==> src/rtl/ag_tcu_scaled_dp_pipe.sv <==
// Scaled integer dot-product lane: N-element signed/unsigned MAC, per-warp arithmetic
// right-shift scale and saturating accumulate, in a LATENCY-deep stallable pipeline.
module ag_tcu_scaled_dp_pipe #(
    parameter int N         = 4,
    parameter int AW        = 8,
    parameter int CW        = 32,
    parameter int LATENCY   = 3,
    parameter int NUM_WARPS = 4,
    parameter int TAGW      = 16,
    parameter int SCALE_W   = 5,
    localparam int WIDW     = (NUM_WARPS > 1) ? $clog2(NUM_WARPS) : 1
) (
    input  logic                clk,
    input  logic                reset,
    input  logic                in_valid,
    output logic                in_ready,
    input  logic [WIDW-1:0]     in_wid,
    input  logic [TAGW-1:0]     in_tag,
    input  logic                in_mode,
    input  logic [N*AW-1:0]     in_a,
    input  logic [N*AW-1:0]     in_b,
    input  logic [CW-1:0]       in_c,
    input  logic                scale_we,
    input  logic [WIDW-1:0]     scale_wid,
    input  logic [SCALE_W-1:0]  scale_shift,
    input  logic                flush,
    output logic                out_valid,
    input  logic                out_ready,
    output logic [WIDW-1:0]     out_wid,
    output logic [TAGW-1:0]     out_tag,
    output logic [CW-1:0]       out_d,
    output logic                out_sat,
    output logic                busy
);

    localparam int SW = 2 * AW + 2 + $clog2(N);
    localparam int RW = ((CW > SW) ? CW : SW) + 1;
    localparam int PD = (LATENCY > 1) ? LATENCY - 1 : 1;

    localparam logic [RW-1:0] R_MAX  = {{(RW - CW + 1){1'b0}}, {(CW - 1){1'b1}}};
    localparam logic [RW-1:0] R_MIN  = {{(RW - CW + 1){1'b1}}, {(CW - 1){1'b0}}};
    localparam logic [CW-1:0] D_MAX  = {1'b0, {(CW - 1){1'b1}}};
    localparam logic [CW-1:0] D_MIN  = {1'b1, {(CW - 1){1'b0}}};

    typedef struct packed {
        logic [SW-1:0]      sum;
        logic [SCALE_W-1:0] shift;
        logic [CW-1:0]      c;
        logic [TAGW-1:0]    tag;
        logic [WIDW-1:0]    wid;
    } stage_t;

    logic               en_s;
    logic               accept_s;
    stage_t             front_s;
    stage_t             fin_s;
    logic               fin_v_s;
    logic [SW-1:0]      shifted_s;
    logic [RW-1:0]      acc_s;
    logic [CW-1:0]      d_s;
    logic               sat_s;

    logic [SCALE_W-1:0] scale_tbl_r [NUM_WARPS];
    stage_t             pipe_r [PD];
    logic [PD-1:0]      pvld_r;
    logic               out_valid_r;
    logic [CW-1:0]      out_d_r;
    logic               out_sat_r;
    logic [TAGW-1:0]    out_tag_r;
    logic [WIDW-1:0]    out_wid_r;

    assign en_s      = ~out_valid_r | out_ready;
    assign accept_s  = in_valid & en_s & ~flush;
    assign in_ready  = en_s & ~flush;
    assign out_valid = out_valid_r;
    assign out_d     = out_d_r;
    assign out_sat   = out_sat_r;
    assign out_tag   = out_tag_r;
    assign out_wid   = out_wid_r;
    assign busy      = out_valid_r | ((LATENCY > 1) ? (|pvld_r) : 1'b0);

    // Per-warp scale table; writes are never held off by a stall.
    always_ff @(posedge clk or posedge reset) begin
        if (reset) begin
            for (int w = 0; w < NUM_WARPS; w++) begin
                scale_tbl_r[w] <= '0;
            end
        end else if (scale_we) begin
            scale_tbl_r[scale_wid] <= scale_shift;
        end
    end

    // Stage-1 datapath: extend elements to AW+1 bits, multiply and reduce exactly at SW bits.
    always_comb begin
        logic [SW-1:0] a_x_s;
        logic [SW-1:0] b_x_s;
        front_s = '0;
        a_x_s   = '0;
        b_x_s   = '0;
        for (int i = 0; i < N; i++) begin
            a_x_s = {{(SW - AW){~in_mode & in_a[i*AW + AW - 1]}}, in_a[i*AW +: AW]};
            b_x_s = {{(SW - AW){~in_mode & in_b[i*AW + AW - 1]}}, in_b[i*AW +: AW]};
            front_s.sum = front_s.sum + a_x_s * b_x_s;
        end
        front_s.shift = scale_tbl_r[in_wid];
        front_s.c     = in_c;
        front_s.tag   = in_tag;
        front_s.wid   = in_wid;
    end

    // Final-stage operand select; with LATENCY=1 the whole datapath feeds the output register.
    always_comb begin
        if (LATENCY > 1) begin
            fin_s   = pipe_r[PD-1];
            fin_v_s = pvld_r[PD-1];
        end else begin
            fin_s   = front_s;
            fin_v_s = accept_s;
        end
    end

    // Scale, accumulate at RW bits, then clamp to the signed CW range.
    always_comb begin
        shifted_s = '0;
        acc_s     = '0;
        d_s       = '0;
        sat_s     = 1'b0;
        if (int'(fin_s.shift) >= SW) begin
            shifted_s = {SW{fin_s.sum[SW-1]}};
        end else begin
            shifted_s = $signed(fin_s.sum) >>> fin_s.shift;
        end
        acc_s = {{(RW - CW){fin_s.c[CW-1]}}, fin_s.c}
              + {{(RW - SW){shifted_s[SW-1]}}, shifted_s};
        if ($signed(acc_s) > $signed(R_MAX)) begin
            d_s   = D_MAX;
            sat_s = 1'b1;
        end else if ($signed(acc_s) < $signed(R_MIN)) begin
            d_s   = D_MIN;
            sat_s = 1'b1;
        end else begin
            d_s   = acc_s[CW-1:0];
            sat_s = 1'b0;
        end
    end

    // Valid shift register for the stages ahead of the output; flush wins over stall.
    always_ff @(posedge clk or posedge reset) begin
        if (reset) begin
            pvld_r <= '0;
        end else if (flush) begin
            pvld_r <= '0;
        end else if (en_s) begin
            for (int k = PD - 1; k > 0; k--) begin
                pvld_r[k] <= pvld_r[k-1];
            end
            pvld_r[0] <= accept_s;
        end
    end

    // Payload travels beside its valid bit, so metadata needs no side FIFO.
    always_ff @(posedge clk or posedge reset) begin
        if (reset) begin
            for (int k = 0; k < PD; k++) begin
                pipe_r[k] <= '0;
            end
        end else if (en_s) begin
            for (int k = PD - 1; k > 0; k--) begin
                pipe_r[k] <= pipe_r[k-1];
            end
            if (accept_s) begin
                pipe_r[0] <= front_s;
            end
        end
    end

    // Output register: result fields only load with a valid op, so they hold under backpressure.
    always_ff @(posedge clk or posedge reset) begin
        if (reset) begin
            out_valid_r <= 1'b0;
            out_d_r     <= '0;
            out_sat_r   <= 1'b0;
            out_tag_r   <= '0;
            out_wid_r   <= '0;
        end else if (flush) begin
            out_valid_r <= 1'b0;
        end else if (en_s) begin
            out_valid_r <= fin_v_s;
            if (fin_v_s) begin
                out_d_r   <= d_s;
                out_sat_r <= sat_s;
                out_tag_r <= fin_s.tag;
                out_wid_r <= fin_s.wid;
            end
        end
    end

endmodule

==> config.mk <==
export PLATFORM = sky130hd
export DESIGN_NAME = ag_tcu_scaled_dp_pipe
export DESIGN_NICKNAME = d
export VERILOG_FILES = /design/src/rtl/ag_tcu_scaled_dp_pipe.sv
export SDC_FILE = /design/constraint.sdc
export NUM_CORES = 2
export LEC_CHECK = 0
export CAP_MARGIN = 30
export CORE_MARGIN = 10
export CORE_UTILIZATION = 50
export CTS_BUF_LIST = sky130_fd_sc_hd__clkbuf_4 sky130_fd_sc_hd__clkbuf_8
export CTS_CLUSTER_DIAMETER = 50
export DETAILED_ROUTE_END_ITERATION = 10
export DONT_BUFFER_PORTS = 1
export GPL_TIMING_DRIVEN = 1
export PLACE_DENSITY = 0.69
export SYNTH_ARGS = -nofsm -noshare
export SYNTH_HDL_FRONTEND = slang
export SYNTH_SLANG_ARGS = --single-unit
==> constraint.sdc <==
create_clock -name clk -period 8.2 [get_ports clk]
set_clock_uncertainty 0.05 [all_clocks]
set_input_delay 0.41 -clock clk [delete_from_list [all_inputs] [get_ports clk]]
set_output_delay 0.41 -clock clk [all_outputs]
set_load 0.005 [all_outputs]
Word level (Yosys, flattened, before mapping) --
Cells that the tools add are included.
Word-level totals: register bits 224, latch bits 0, RAM bits 0, ROM bits 0, input port bits 128, output and inout port bits 54, logic and storage cells 73, memories kept 0
Operators by class: $add $sub $neg 4, multiply operators 4, div/mod/pow operators 0, magnitude comparators 6, eq/ne operators 0, shift operators 1, mux-type cells 15, bitwise gates (word level) 18, reductions and logical operators 5
Operators with widths (count):
- 9-bit by 9-bit multiplier with 18-bit output | 4
- 32-bit 2-to-1 mux | 2
- 32-bit by 20-bit adder with 33-bit output | 1
- 33-bit by 32-bit > comparator with 1-bit output (second input constant) | 1
- 33-bit by 32-bit < comparator with 1-bit output (second input constant) | 1
- 19-bit by 18-bit adder with 20-bit output | 1
- 20-bit adder | 1
- 20-bit bitwise mux | 1
- 20-bit 2-to-1 mux | 1
- 20-bit by 5-bit >>> shifter with 20-bit output | 1
- 18-bit by 18-bit adder with 19-bit output | 1
- 5-bit 2-to-1 mux | 3
- 1-bit bitwise AND | 11
- 5-bit binary-select mux with 2-bit select | 1
- 5-bit demux with 2-bit select | 1
- 3-bit greater-or-equal comparator (second input constant) | 2
- 2-bit inverter with 3-bit output | 2
- 5-bit greater-or-equal comparator (second input constant) | 1
- 1-bit 2-to-1 mux | 4
- 2-bit 2-to-1 mux | 2
- 3-bit by 1-bit < comparator with 1-bit output (second input constant) | 1
- 1-bit inverter | 3
- 3-bit AND reduction | 1
- 1-bit OR | 2
- other kinds (4) | 4

Depth between registers and ports, before layout --
word-level depth 6, mapped depth 36, depth with buffers taken out 35

Least setup slack after synthesis --
Ideal clock, no wire load.
path type input-to-reg, start point input port in_mode, end point register pipe_r[149] (netlist name), setup time 0.125 ns, arrival 8.890 ns, path slack -0.864 ns, stages 34, buffers on the path 2, cells stage by stage clkbuf_1 -> nand2b_1 -> clkbuf_1 -> or2_2 -> fa_1 -> fa_1 -> inv_1 -> fa_1 -> fa_1 -> inv_1 -> fa_1 -> inv_1 -> ha_1 -> nor2b_1 -> o21ai_0 -> nor2b_1 -> xnor2_1 -> fa_1 -> inv_1 -> fa_1 -> fa_1 -> inv_1 -> fa_1 -> inv_1 -> fa_1 -> inv_1 -> ha_1 -> nand3_1 -> nor4_1 -> nor2_1 -> a21oi_1 -> a31o_2 -> xnor3_1 -> mux2_2
On the way: longest elaborated chain between the ends 6, elaborated cells on any way between the ends 16, classes of those cells add/sub (3); mul (4); bitwise (9)
RTL lines:
- from (decl) | RTL line 19 | input logic in_mode,
- 1-bit inverter * | RTL line 101, 102
- 1-bit bitwise AND, on equally long branches | RTL line 101, 102
- 9-bit by 9-bit multiplier with 18-bit output | RTL line 103 | front_s.sum = front_s.sum + a_x_s * b_x_s;
- 18-bit by 18-bit adder with 19-bit output | RTL line 103
- 19-bit by 18-bit adder with 20-bit output | RTL line 103
- 20-bit adder * | RTL line 103
- to (signal, indexed assignment) | RTL line 169 | pipe_r[k] <= pipe_r[k-1];
- to (decl) | RTL line 64 | stage_t pipe_r [PD];
Every way passes the cells marked *; elsewhere a longest branch is shown, timed or not. A chain may end at the register's enable or synchronous reset.

Final worst setup path --
Ends and elaborated chain as after synthesis.

==> impl_summary.txt <==
----------------------------------------------------
[Die]
  Starting Density ... 0.507
  Die Area ... 58900 um2
  Number of ports placed on the die boundary ... 182
  Core ar. ... 49000 um2
  Die height ... 243 um
  Std cell rows ... 81
  X dimension of the die ... 243 um

[Min path]
  Class of the most critical hold timing path ... in2reg

[Routing]
  DR iter-0 viols ... 862
  Remaining antenna violation count ... 0
  Wirelength, routed ... 58.5 mm
  Total DRC errors in the routed layout ... 0
  Routed length per instance ... 17.4 um
  Detailed Routing Iterations Pass 1 ... 7
  Vias per Instance ... 5.26
  Via count ... 17700

[Synth]
  Share of Yosys cell area claimed by the top area cell type ... 0.301
  Post-synth EDFFs ... 0
  Number of synthesis warnings ... 0
  Number of distinct library cell variants in the gate-level netlist after synthesis ... 69
  Share of synthesized registers carrying an async set or reset ... 1.00
  Prevailing post-synth register cell ... sky130_fd_sc_hd__dfrtp_1
  Synthesized netlist net count ... 3257
  Fraction of the yosys area taken by sequential cells ... 0.226
  Average cell area after synthesis ... 9.54 um2
  Dominant cell type by area after synthesis ... sky130_fd_sc_hd__fa_1
  Largest cells by area after synthesis ... sky130_fd_sc_hd__fa_1 (30%), sky130_fd_sc_hd__dfrtp_1 (23%), sky130_fd_sc_hd__ha_1 (7.9%), sky130_fd_sc_hd__nand2_1 (7.9%), sky130_fd_sc_hd__inv_1 (6.0%)
  Post-synthesis register bit count ... 224
  Cell count after synthesis ... 2599
  Cell area after synthesis ... 24800 um2

[Layout]
  Share of final-layout standard cells stronger than drive strength 1 ... 0.129
  Leading cell type in the layout, fill and taps excluded ... sky130_fd_sc_hd__nand2_1
  Nets ... 3321
  Synthesis-to-finish area growth ... 11.0%
  Commonest non-fill, non-tap cells in the layout ... sky130_fd_sc_hd__nand2_1 (516), sky130_fd_sc_hd__inv_1 (391), sky130_fd_sc_hd__fa_1 (373)
  Final instance count without filler cells ... 3358
  Non-Filler Cell Area, Final ... 27500 um2

[Critical path]
  Required arrival time at the worst endpoint ... 8.62 ns
  Arrival time of data at the critical path endpoint ... 8.50 ns
  Critical Path Fanout Max ... 11
  Path type of the worst setup path ... in2reg
  CP Launch Type ... input port
  Kind of end point of the critical path ... flip-flop
  CP max-delay cell ... sky130_fd_sc_hd__fa_1
  Max incr delay on CP ... 0.55 ns
  Most common cell type on the critical path ... sky130_fd_sc_hd__fa_1

[Clock network]
  CTS sink count ... 224
  Clk Latency, worst-skew pair ... 0.59 ns
  Clock transition time at the flip-flop clock pins of the worst setup and hold paths ... 0.06 ns
  TritonCTS clock tree ... built
  Number of buffers created by CTS ... 40
  CTS Root Cell ... sky130_fd_sc_hd__clkbuf_8
  Level count of the clock H-tree ... 2
  Maximum clock insertion buffer count ... 3

[Global route]
  Antenna violations before repair ... 3
  Pin count of the biggest net entering global routing ... 147
  Number of global-route vias before repair ... 19000
  Total global-route track usage ... 0.203
  Remaining global-route overflow ... 0
  First-pass GRT wire length ... 97.6 mm

[Place]
  Final HPWL from detailed placement ... 47.5 mm
  Post-placement worst setup slack ... -0.710 ns
  Total instance count after detailed placement ... 3222
  Placer congestion estimate ... 0.899
  Instance area at placement ... 25900 um2
  Count of input and output buffers ... 0

[STA]
  RSZ-0062 raised after global routing ... yes
  Maximum achievable frequency ... 124 MHz
  Slew margin rel. ... 0.362
  Share of the clock period used by the worst path after layout ... 0.985
  Period minus WS final ... 8.08 ns
  Number of max-slew violations in the final report ... 0
  Setup Viol. Count Final ... 0
  Number of hold violations in the final report ... 0
  Worst-case setup margin in the final layout ... 0.121 ns
  Least-Margin Pin Slew ... 0.955 ns

[Status]
  Status ... completed

[Run]
  Max-cap violation count ... 0

----------------------------------------------------
[metrics by stage]
step	TNS [ns]	hold WS (ns)	utilization
after floorplan	-0.912	0.383	-
after global placement	-2.63	0.390	0.528
after detailed placement	-3.59	0.393	0.528
after CTS	0	0.0391	0.557
after global routing	-0.302	0.0628	0.563
final	0	0.0780	0.563
[registers in the layout, indices dropped and copies added (netlist names), 2 cells and up]
signal       count
fin_s           75
pipe_r          75
out_d           32
scale_tbl_r     20
out_tag         16
out_wid          2
pvld_r           2
[cell usage after synthesis (19+ instances only)]
library cell / count
sky130_fd_sc_hd__a211oi_1: 19
sky130_fd_sc_hd__nand2_1: 519
sky130_fd_sc_hd__a21oi_1: 90
sky130_fd_sc_hd__fa_1: 373
sky130_fd_sc_hd__o21ai_0: 63
sky130_fd_sc_hd__nor2_1: 63
sky130_fd_sc_hd__nand2b_1: 32
sky130_fd_sc_hd__xnor2_1: 51
sky130_fd_sc_hd__inv_1: 395
sky130_fd_sc_hd__mux2i_1: 23
sky130_fd_sc_hd__dfrtp_1: 224
sky130_fd_sc_hd__mux2_2: 104
sky130_fd_sc_hd__o21ai_2: 22
sky130_fd_sc_hd__and2_1: 116
sky130_fd_sc_hd__ha_1: 157
sky130_fd_sc_hd__clkbuf_1: 100
sky130_fd_sc_hd__nor2b_1: 24
[per-layer routing]
layer | track usage | wire length (um) | vias up
li1 | - | - | 8279
met3 | 0.0335 | 2790 | 95
met5 | 0 | 0 | -
met1 | 0.231 | 22500 | 8895
met2 | 0.376 | 31300 | 385
met4 | 0.0711 | 1900 | 0
[critical path: cells and delay by family]
kind            cells  cell delay (ns)
compound gates      5             0.72
xor+xnor            2             0.31
simple gates        6             0.99
fa+ha+maj          12             5.28
buf+inv             7             0.52
mux                 1             0.27
[final cells by class]
cell class,instances,area (um2)
clock buffers,54,687
clock inverters,16,140
inverters,397,1500
multi-input cells,1858,17500
well taps,664,831
flip-flops and latches,224,5610
repair buffers,142,1270
diodes,3,7.51
fillers,4334,21400
[path summary, 6_finish.rpt]
kind	from	endpoint	slack (ns)	cells after the start
max	in_mode	pipe_r[149]$_DFFE_PP0P_	0.12	33
min	in_wid[1]	pipe_r[125]$_DFFE_PP0P_	0.08	3
max reg2reg	fin_s[50]$_DFFE_PP0N_	out_d[1]$_DFFE_PP0P_	2.53	19
min reg2reg	fin_s[7]$_DFFE_PP0N_	out_tag[5]$_DFFE_PP0P_	0.41	2
max in group asynchronous	reset	out_d[0]$_DFFE_PP0P_	6.48	3
min in group asynchronous	reset	pvld_r[1]$_DFFE_PP0P_	0.31	2
[what timing repair did]
action	4_1_cts	5_1_grt
hold buffers	58	0
buffers inserted	0	3
setup endpoints to repair	1	7
hold endpoints to repair	218	0
pin swaps	0	29
gates resized for setup	3	30
[cells by family after synthesis]
kind of cell | after synthesis | share of synthesized area
muxes | 133 | 0.0620
xor gates and xnor gates | 70 | 0.0253
adders and majority gates | 532 | 0.381
AOI/OAI and AO/OA | 297 | 0.0764
DFF | 224 | 0.226
buffers and inverters | 517 | 0.0800
and+or+nand+nor | 826 | 0.149
Power is not shown: default switching activity piles up to over one toggle a cycle in this logic, so the estimate is an artifact.
